===== config.mk =====
export PLATFORM = sky130hd
export DESIGN_NAME = iter_multiplier
export DESIGN_NICKNAME = d
export VERILOG_FILES = /design/src/rtl/iter_mul_pkg.sv /design/src/rtl/mul_negate.sv /design/src/rtl/iter_multiplier.sv
export SDC_FILE = /design/constraint.sdc
export NUM_CORES = 1
export LEC_CHECK = 0
export CORE_MARGIN = 5
export CORE_UTILIZATION = 40
export DETAILED_ROUTE_END_ITERATION = 16
export PLACE_DENSITY = 0.58
export SLEW_MARGIN = 5
export SYNTH_ARGS = -nofsm -noshare
export SYNTH_HDL_FRONTEND = slang
export SYNTH_HIERARCHICAL = 1
export SYNTH_SLANG_ARGS = --single-unit

===== constraint.sdc =====
create_clock -name clk -period 5.8 [get_ports clk]
set_clock_uncertainty 0.05 [all_clocks]
set_input_delay 0.58 -clock clk [delete_from_list [all_inputs] [get_ports clk]]
set_output_delay 0.58 -clock clk [all_outputs]
set_load 0.02 [all_outputs]

===== src/rtl/iter_mul_pkg.sv =====
// Shared definitions for the iterative shift-add multiplier.
//   mul_state_t : FSM state encoding (IDLE, CALC, FIX, DONE)
//   MUL_ITERS   : number of shift-add iterations (one per operand bit)
//   MUL_CNT_W   : width of the iteration counter
package iter_mul_pkg;

    typedef enum logic [1:0] {
        IDLE = 2'd0,
        CALC = 2'd1,
        FIX  = 2'd2,
        DONE = 2'd3
    } mul_state_t;

    localparam int MUL_ITERS = 32;
    localparam int MUL_CNT_W = 5;

endpackage


===== src/rtl/mul_negate.sv =====
// Combinational conditional two's complement.
//   value  : input operand
//   neg    : 1 = return -value, 0 = return value unchanged
//   result : conditionally negated value
module mul_negate #(
    parameter int W = 64
) (
    input  logic [W-1:0] value,
    input  logic         neg,
    output logic [W-1:0] result
);

    always_comb begin
        result = neg ? (~value + W'(1)) : value;
    end

endmodule


===== src/rtl/iter_multiplier.sv =====
// Iterative 32x32 shift-add multiplier between register read and write-back.
// Optional feature macro: ITER_MUL_ACC_EN (multiply-accumulate in FIX).
//   clk, reset           : rising-edge clock, synchronous active-high reset
//   start, op_signed     : request and signedness, sampled with a/b/rd_in
//   a, b                 : operands from the register-file read ports
//   rd_in                : destination register index
//   busy                 : unit occupied (CALC/FIX), upstream holds instruction
//   done, wb_we          : one-cycle completion / write-back enable pulse
//   wb_addr              : captured destination index
//   result_hi, result_lo : 64-bit product, held until the next FIX
//   acc_en, acc_hi/lo    : (ITER_MUL_ACC_EN only) addend sampled with start
module iter_multiplier
    import iter_mul_pkg::*;
#(
    parameter int WIDTH  = 32,
    parameter int REG_AW = 4
) (
    input  logic              clk,
    input  logic              reset,
    input  logic              start,
    input  logic              op_signed,
    input  logic [WIDTH-1:0]  a,
    input  logic [WIDTH-1:0]  b,
    input  logic [REG_AW-1:0] rd_in,
`ifdef ITER_MUL_ACC_EN
    input  logic              acc_en,
    input  logic [WIDTH-1:0]  acc_hi,
    input  logic [WIDTH-1:0]  acc_lo,
`endif
    output logic              busy,
    output logic              done,
    output logic              wb_we,
    output logic [REG_AW-1:0] wb_addr,
    output logic [WIDTH-1:0]  result_lo,
    output logic [WIDTH-1:0]  result_hi
);

    mul_state_t state, state_nxt;

    logic [WIDTH-1:0]     mcand;    // |a|
    logic [2*WIDTH-1:0]   prod;     // {accumulator, remaining multiplier bits}
    logic [MUL_CNT_W-1:0] cnt;
    logic                 neg;
    logic [REG_AW-1:0]    rd_q;

    logic [WIDTH-1:0]     a_mag, b_mag;
    logic [WIDTH:0]       sum;
    logic [2*WIDTH-1:0]   prod_shift, prod_fix, prod_final;
    logic                 take;
    logic                 last_iter;

    // A new request is accepted only when the unit is free or just finishing.
    assign take      = start && (state == IDLE || state == DONE);
    assign last_iter = (cnt == MUL_CNT_W'(MUL_ITERS - 1));

    // Magnitudes; -0x80000000 wraps back to 0x80000000, which is the correct
    // unsigned magnitude, so no extra bit is needed.
    assign a_mag = (op_signed && a[WIDTH-1]) ? (~a + WIDTH'(1)) : a;
    assign b_mag = (op_signed && b[WIDTH-1]) ? (~b + WIDTH'(1)) : b;

    // Add into the upper half with one carry bit, then shift the whole
    // {carry, acc, multiplier} right by one; the consumed multiplier LSB drops.
    assign sum        = {1'b0, prod[2*WIDTH-1:WIDTH]}
                      + (prod[0] ? {1'b0, mcand} : {(WIDTH+1){1'b0}});
    assign prod_shift = {sum, prod[WIDTH-1:1]};

    mul_negate #(.W(2*WIDTH)) u_negate (
        .value  (prod),
        .neg    (neg),
        .result (prod_fix)
    );

`ifdef ITER_MUL_ACC_EN
    logic [2*WIDTH-1:0] acc_q;
    assign prod_final = prod_fix + acc_q;
`else
    assign prod_final = prod_fix;
`endif

    // State register
    always_ff @(posedge clk) begin
        if (reset) state <= IDLE;
        else       state <= state_nxt;
    end

    // Next-state logic
    always_comb begin
        state_nxt = state;
        case (state)
            IDLE:    if (start) state_nxt = CALC;
            CALC:    if (last_iter) state_nxt = FIX;
            FIX:     state_nxt = DONE;
            DONE:    state_nxt = start ? CALC : IDLE;
            default: state_nxt = IDLE;
        endcase
    end

    // FSM outputs
    always_comb begin
        busy  = (state == CALC) || (state == FIX);
        done  = (state == DONE);
        wb_we = (state == DONE);
    end

    // Datapath
    always_ff @(posedge clk) begin
        if (reset) begin
            mcand     <= '0;
            prod      <= '0;
            cnt       <= '0;
            neg       <= 1'b0;
            rd_q      <= '0;
            wb_addr   <= '0;
            result_lo <= '0;
            result_hi <= '0;
`ifdef ITER_MUL_ACC_EN
            acc_q     <= '0;
`endif
        end else begin
            if (take) begin
                mcand <= a_mag;
                prod  <= {{WIDTH{1'b0}}, b_mag};
                cnt   <= '0;
                neg   <= op_signed & (a[WIDTH-1] ^ b[WIDTH-1]);
                rd_q  <= rd_in;
`ifdef ITER_MUL_ACC_EN
                acc_q <= acc_en ? {acc_hi, acc_lo} : '0;
`endif
            end else if (state == CALC) begin
                prod <= prod_shift;
                cnt  <= cnt + MUL_CNT_W'(1);
            end
            if (state == FIX) begin
                result_hi <= prod_final[2*WIDTH-1:WIDTH];
                result_lo <= prod_final[WIDTH-1:0];
                wb_addr   <= rd_q;
            end
        end
    end

endmodule


==> reports/qor.txt, run 1 <==
Run status - finished, final reports clean
Synth area leaders - dfxtp_1 (31%), mux2i_1 (8.9%), xnor2_1 (7.3%)
Maximum root-to-sink buffer count - 2
DRC - 0
N_diodes - 0
Sequential-to-total area share from yosys stat - 0.307
Net Sw Frac - 0.421
Root Buffer - clkbuf_16
CTS sink count - 176
Int Pwr - 2990 µW
DR pass1 iterations - 5
Fin util - 0.482
Yosys top cell area share - 0.307
# fillers - 2835
Synth area leader - dfxtp_1
Clock Latency Late Sink - 0.44 ns
CTS Buf Count - 17
Setup Fix Bufs, Post-CTS - 0
Starting Density - 0.403
Vias in the first global route - 9838
Worst vdd ir - 167 µV
Clk pwr share - 0.229
Via density - 5.46
Critical Path Source Type - flip-flop
Post-synth EDFFs - 0
Layout cell share with drive strength beyond 1 - 0.0698
Min cycle time layout - 3.68 ns
Most Frequent Cell on Critical Path - a2111oi_0
Asr flop ratio synth - 0
Area used by multi-input combinational logic - 0.00754 mm²
Unrepaired setup endpoints after global routing - false
Synth Flop Type - dfxtp_1
Final global-route overflow total - 0
Placed insts - 1828
Die Wd - 179 µm
Setup TNS - 0 ns
Fmax - 272 MHz
CTS tree - done
Vert. Die Dim - 179 µm
Antenna violations before repair - 0
WS Path Type - reg2reg
Post-DR wirelength/cell - 17.7 µm
CP Cell Sequence - buf_4, and2_1, ha_1, fa_1, a21oi_1, o211ai_1, a21boi_0, a2111oi_0, nand2b_1, a2111oi_0, nand3b_1
Syn. warnings - 6
Mapped Avg Cell Area - 8.32 µm²
Fin. Hold Viols - 0
Comb power frac - 0.436
Worst slew pin tran - 0.966 ns
Num ports - 143
Worst Path Max Fanout - 32
Max-slew violations - 0
Largest net degree at the start of global routing - 73
Count leader, synth - dfxtp_1
GRT Util Overall - 0.207
Core Area - 0.0285 mm²
Arrival time worst endpoint - 4.00 ns
Leakage - 0.00491 µW
# nets final - 1578
H-tree depth - 4
Hold WC Path Type - reg2reg
Hold Buf Count CTS - 0
DP HPWL - 24600 µm
Critical Path Max Stage Delay - 0.88 ns
Critical Path RT - 6.12 ns
ANT nets after route - 0
Critical Path Slowest Stage Cell - a2111oi_0
Setup ws final - 2.12 ns
Sw power - 2170 µW
Initial drt markers - 528
Most frequent cells after synthesis - dfxtp_1 (176), nor2_1 (160), nand2_1 (103)
Rel. slew slack - 0.339
Hold WS - 0.396 ns
Crit end category - flip-flop
Setup WS pre-CTS - 2.20 ns
Worst-path clk slew - 0.08 ns
Post-Syn Area - 0.0115 mm²
Final setup viols - 0
P&R area growth vs syn - 19.7%
Reg area - 0.00352 mm²
GPL Wtd Cong - 0.931
PD cells - 376 mW/mm²
Rows - 62
Post-Syn Instances - 1379
Part of the power in registers - 0.335
Mapped Nets - 1494
Via count - 10200
Fin crit share - 0.634
First-pass GRT wire length - 53200 µm
Post-cts sizing count - 0
Max cap viols - 0
Number of library cell types mapped by synthesis - 76
PortBufs - 142
Die area - 0.0322 mm²
Register bit count reported by yosys - 176
Total wire length - 33000 µm
Non-filler instance count after layout - 1860
[state kept, by name, summed over array words and instances, names as in the netlist]
signal,flops
rd_q,4
cnt,5
prod,64
mcand,32
result_hi,32
result_lo,32
wb_addr,4
state,2
neg,1
[per-stage QoR]
| step | power (µW) | cell area [µm²] |
|---|---|---|
| 4_1_cts | 5180 | 13700 |
| 2_1_floorplan | 3320 | 11500 |
| 5_1_grt | 5470 | 13700 |
| 3_5_place_dp | 3990 | 13100 |
| 3_3_place_gp | 3970 | 13100 |
| 6_report | 5150 | 13700 |
[power by group through the flow]
stage / sequential [µW] / combinational, µW / clock, µW
4_1_cts: 1720 / 2250 / 1210
6_report: 1730 / 2250 / 1180
3_3_place_gp: 1740 / 2230 / 0
5_1_grt: 1760 / 2440 / 1260
3_5_place_dp: 1750 / 2250 / 0
2_1_floorplan: 1700 / 1630 / 0
[routing by layer]
metal,GRT usage,share of wire
met4,0.0581,0.020
met5,0,0
met2,0.326,0.44
met1,0.299,0.50
met3,0.0236,0.042
[critical path: cells and delay by family, from the launching register on]
family	cells	cell delay [ns]
AOI/OAI and AO/OA	5	1.82
and+or+nand+nor	3	0.56
DFF	1	0.45
adders and majority gates	2	0.39
buffers and inverters	1	0.33
[cells in the final DEF (no fill, tap or decap), types with 39 or more instances in the layout]
| cell type | Yosys | layout |
|---|---|---|
| nor2_1 | 160 | 159 |
| ha_1 | 42 | 40 |
| o21ai_0 | 63 | 63 |
| a21oi_1 | 82 | 82 |
| clkdlybuf4s50_1 | 0 | 141 |
| nand2_1 | 103 | 103 |
| a211oi_1 | 39 | 39 |
| mux2i_1 | 102 | 102 |
| xor2_1 | 42 | 42 |
| dfxtp_1 | 176 | 175 |
| xnor2_1 | 96 | 96 |
[cells by family (layout without fill, tap and decap cells)]
logic type | count (synthesis) | in the layout | share of synthesized area
flip-flops | 176 | 176 | 0.307
multiplexers | 103 | 103 | 0.0900
AO/OA/AOI/OAI | 333 | 333 | 0.196
AND/OR/NAND/NOR | 475 | 475 | 0.216
buffers and inverters | 111 | 208 | 0.0376
XOR/XNOR | 138 | 138 | 0.105
adder cells (fa/ha/maj) | 43 | 43 | 0.0476
[area by class of cell]
cell class	instances	share of cell area
Timing Repair Buffer	153	0.109
Clock inverter	13	0.0104
Multi-Input combinational cell	1092	0.549
Tap cell	384	0.0350
Sequential cell	176	0.257
Inverter	23	0.00629
Clock buffer	19	0.0330
[worst paths after layout]
| kind | startpoint | to | slack [ns] | cells past startpoint |
|---|---|---|---|---|
| setup / recovery | prod[0] | prod[59] | 2.12 | 11 |
| hold / removal | mcand[24] | mcand[24] | 0.40 | 2 |
| setup reg to reg | prod[0] | prod[59] | 2.12 | 11 |
| hold reg to reg | mcand[24] | mcand[24] | 0.40 | 2 |
(Power assumes the default switching activity.)
==> run 2, diff against run 1 <==
Clock period 5.8 ns to 3.8 ns, I/O delays scaled along.
==> run 2 against run 1 <==
Final cell count is 0.38% higher. Routed wire length is 0.96% lower. Maximum frequency is 6.0% higher. Global-route usage is 0.32 points lower. First-iteration DRC count is 23% higher. Die area stayed put. Combinational power is 54% higher. Worst hold slack worse by 0.038 ns. Sequential share of layout area is 0.084 points lower. Non-clock buffer count is 7 higher. Cell area is 0.33% higher.
==> reports/qor.txt, run 2 (synthesis gave the netlist of run 1 again) <==
Fin util - 0.484 (+0.00158)
Critical Path RT - 4.13 ns (-1.99 ns)
# fillers - 2852 (+0.60%)
Via density - 5.46 (about the same)
Critical Path Slowest Stage Cell - a2111oi_0
Unrepaired setup endpoints after global routing - false
Worst R2R Start - prod[0]
Most common cell after layout, fill and taps aside - dfxtp_1
Max cap viols - 0 (unchanged)
Layout cell share with drive strength beyond 1 - 0.0742 (+0.00439)
First-pass GRT wire length - 53000 µm (-0.39%)
CTS Buf Count - 17 (unchanged)
Setup TNS - 0 ns (unchanged)
Setup Fix Bufs, Post-CTS - 0 (unchanged)
Final global-route overflow total - 0 (unchanged)
Worst R2R Setup Slack - 0.33 ns (-1.79 ns)
Hold path cells - 2 (unchanged)
Critical Path Source Type - flip-flop
Via count - 10200 (+0.34%)
Largest net degree at the start of global routing - 81 (+11%)
PortBufs - 142 (unchanged)
Starting Density - 0.403 (unchanged)
Min cycle time layout - 3.47 ns (-0.209 ns)
Die Wd - 179 µm (unchanged)
Vert. Die Dim - 179 µm (unchanged)
Worst vdd ir - 392 µV (+130%)
Leakage - 0.00494 µW (+0.61%)
H-tree depth - 4 (unchanged)
Core Area - 0.0285 mm² (unchanged)
WP buf/inv - 1 (unchanged)
Worst Reg2Reg Path Length in Cells - 10 (-1)
Post-cts sizing count - 0 (unchanged)
Max reg flops - 64 (unchanged)
GRT Util Overall - 0.203 (-0.00318)
CTS tree - done
Hold WC Path Type - in2reg
Final setup viols - 0 (unchanged)
GPL Wtd Cong - 0.938 (+0.72%)
Critical Path Source - prod[0]
Vias in the first global route - 9775 (-0.64%)
Non-filler instance count after layout - 1867 (+0.38%)
Max-slew violations - 0 (unchanged)
Rel. slew slack - 0.309 (-0.0297)
PD cells - 571 mW/mm² (+52%)
Most Frequent Cell on Critical Path - a2111oi_0
Run status - finished, final reports clean
DR pass1 iterations - 5 (unchanged)
P&R area growth vs syn - 20.1%
Worst Path Max Fanout - 37 (+16%)
Worst slew pin tran - 1.01 ns (+0.0435 ns)
Crit end category - flip-flop
Arrival time worst endpoint - 3.79 ns (-0.21 ns)
Fmax - 288 MHz (+6.0%)
Antenna violations before repair - 0 (unchanged)
Clock Latency Late Sink - 0.44 ns (about the same)
Fin crit share - 0.912 (+0.279)
Worst-path clk slew - 0.07 ns (about the same)
Reg2reg end - prod[59]
Hold Path Origin - reset
Die area - 0.0322 mm² (unchanged)
CTS sink count - 176 (unchanged)
Post-DR wirelength/cell - 17.5 µm (-1.3%)
CP Cell Sequence - buf_4, and2_1, fa_1, a21oi_1, o211ai_1, a21boi_0, a2111oi_0, nand2b_1, a2111oi_0, nand3b_1
Critical Path Max Stage Delay - 0.91 ns (+0.03 ns)
Root Buffer - clkbuf_16
Fin. Hold Viols - 0 (unchanged)
N_diodes - 0 (unchanged)
Hold Buf Count CTS - 0 (unchanged)
Initial drt markers - 647 (+23%)
Placed insts - 1835 (+0.38%)
WS Path Type - reg2reg
Largest reg by FF count - prod
Min-Delay Endpoint - state[1]
Delay-heaviest family, CP - compound AO/OA/AOI/OAI gates
Num ports - 143 (unchanged)
# nets final - 1585 (+0.44%)
Commonest non-fill, non-tap cells in the layout - dfxtp_1 (175), nor2_1 (159), clkdlybuf4s50_1 (141), nand2_1 (103), mux2i_1 (102)
DRC - 0 (unchanged)
Total wire length - 32700 µm (-0.96%)
Maximum root-to-sink buffer count - 2 (unchanged)
ANT nets after route - 0 (unchanged)
Rows - 62 (unchanged)
DP HPWL - 24700 µm (+0.56%)
Pwr Total - 7860 µW (+53%)
run 2: cell count changes in the layout (fill, tap and decap cells not counted):
| cell | delta |
|---|---|
| buf_4 | +7 |
| clkinv_2 | +1 |
| clkbuf_8 | -1 |
| inv_8 | +1 |
| clkinvlp_4 | +1 |
| clkinv_4 | -2 |
run 2: per-layer routing:
metal,vias up,GRT usage,share of wire
met4,0,0.0489,0.015
met2,235,0.318,0.44
li1,5147,-,-
met1,4781,0.298,0.49
met3,27,0.0268,0.048
met5,-,0,0
run 2: how the worst max path moves through the flow:
| stage | endpoint | depth (start not counted) |
|---|---|---|
| 6_report | prod[59] | 10 |
| 3_3_place_gp | prod[59] | 10 |
| 3_5_place_dp | prod[59] | 10 |
| 4_1_cts | prod[59] | 10 |
| 5_1_grt | prod[59] | 10 |
| 2_1_floorplan | prod[59] | 11 |
run 2: worst reg2reg max path, delay by kind of cell, from the launching register on:
family,cells,cell delay (ns)
AND/OR/NAND/NOR,3,0.63
AO/OA/AOI/OAI,5,1.86
flip-flops,1,0.33
buffers and inverters,1,0.33
adder cells (fa/ha/maj),1,0.22
run 2: metrics by stage:
| step | hold slack (ns) | setup slack, ns | area [µm²] |
|---|---|---|---|
| 2_1_floorplan | 0.367 | 0.934 | 11500 |
| 3_3_place_gp | 0.378 | 0.594 | 13200 |
| 3_5_place_dp | 0.390 | 0.431 | 13200 |
| 4_1_cts | 0.352 | 0.379 | 13800 |
| 5_1_grt | 0.384 | 0.122 | 13800 |
| 6_report | 0.358 | 0.333 | 13800 |
run 2: layout make-up:
| cell class | instances | area, µm² | share of cell area |
|---|---|---|---|
| clock buffer | 18 | 439 | 0.0319 |
| clock inverter | 14 | 149 | 0.0108 |
| inverter | 23 | 86.3 | 0.00627 |
| multi-input combinational | 1092 | 7540 | 0.547 |
| sequential | 176 | 3520 | 0.256 |
| tap | 384 | 480 | 0.0349 |
| timing repair buffer | 160 | 1550 | 0.113 |
run 2: power breakdown:
| group | internal [µW] | total (µW) | switching [µW] |
|---|---|---|---|
| clock | 950 | 1790 | 843 |
| combinational | 1410 | 3460 | 2050 |
| sequential | 2200 | 2610 | 407 |
| total | 4560 | 7860 | 3300 |
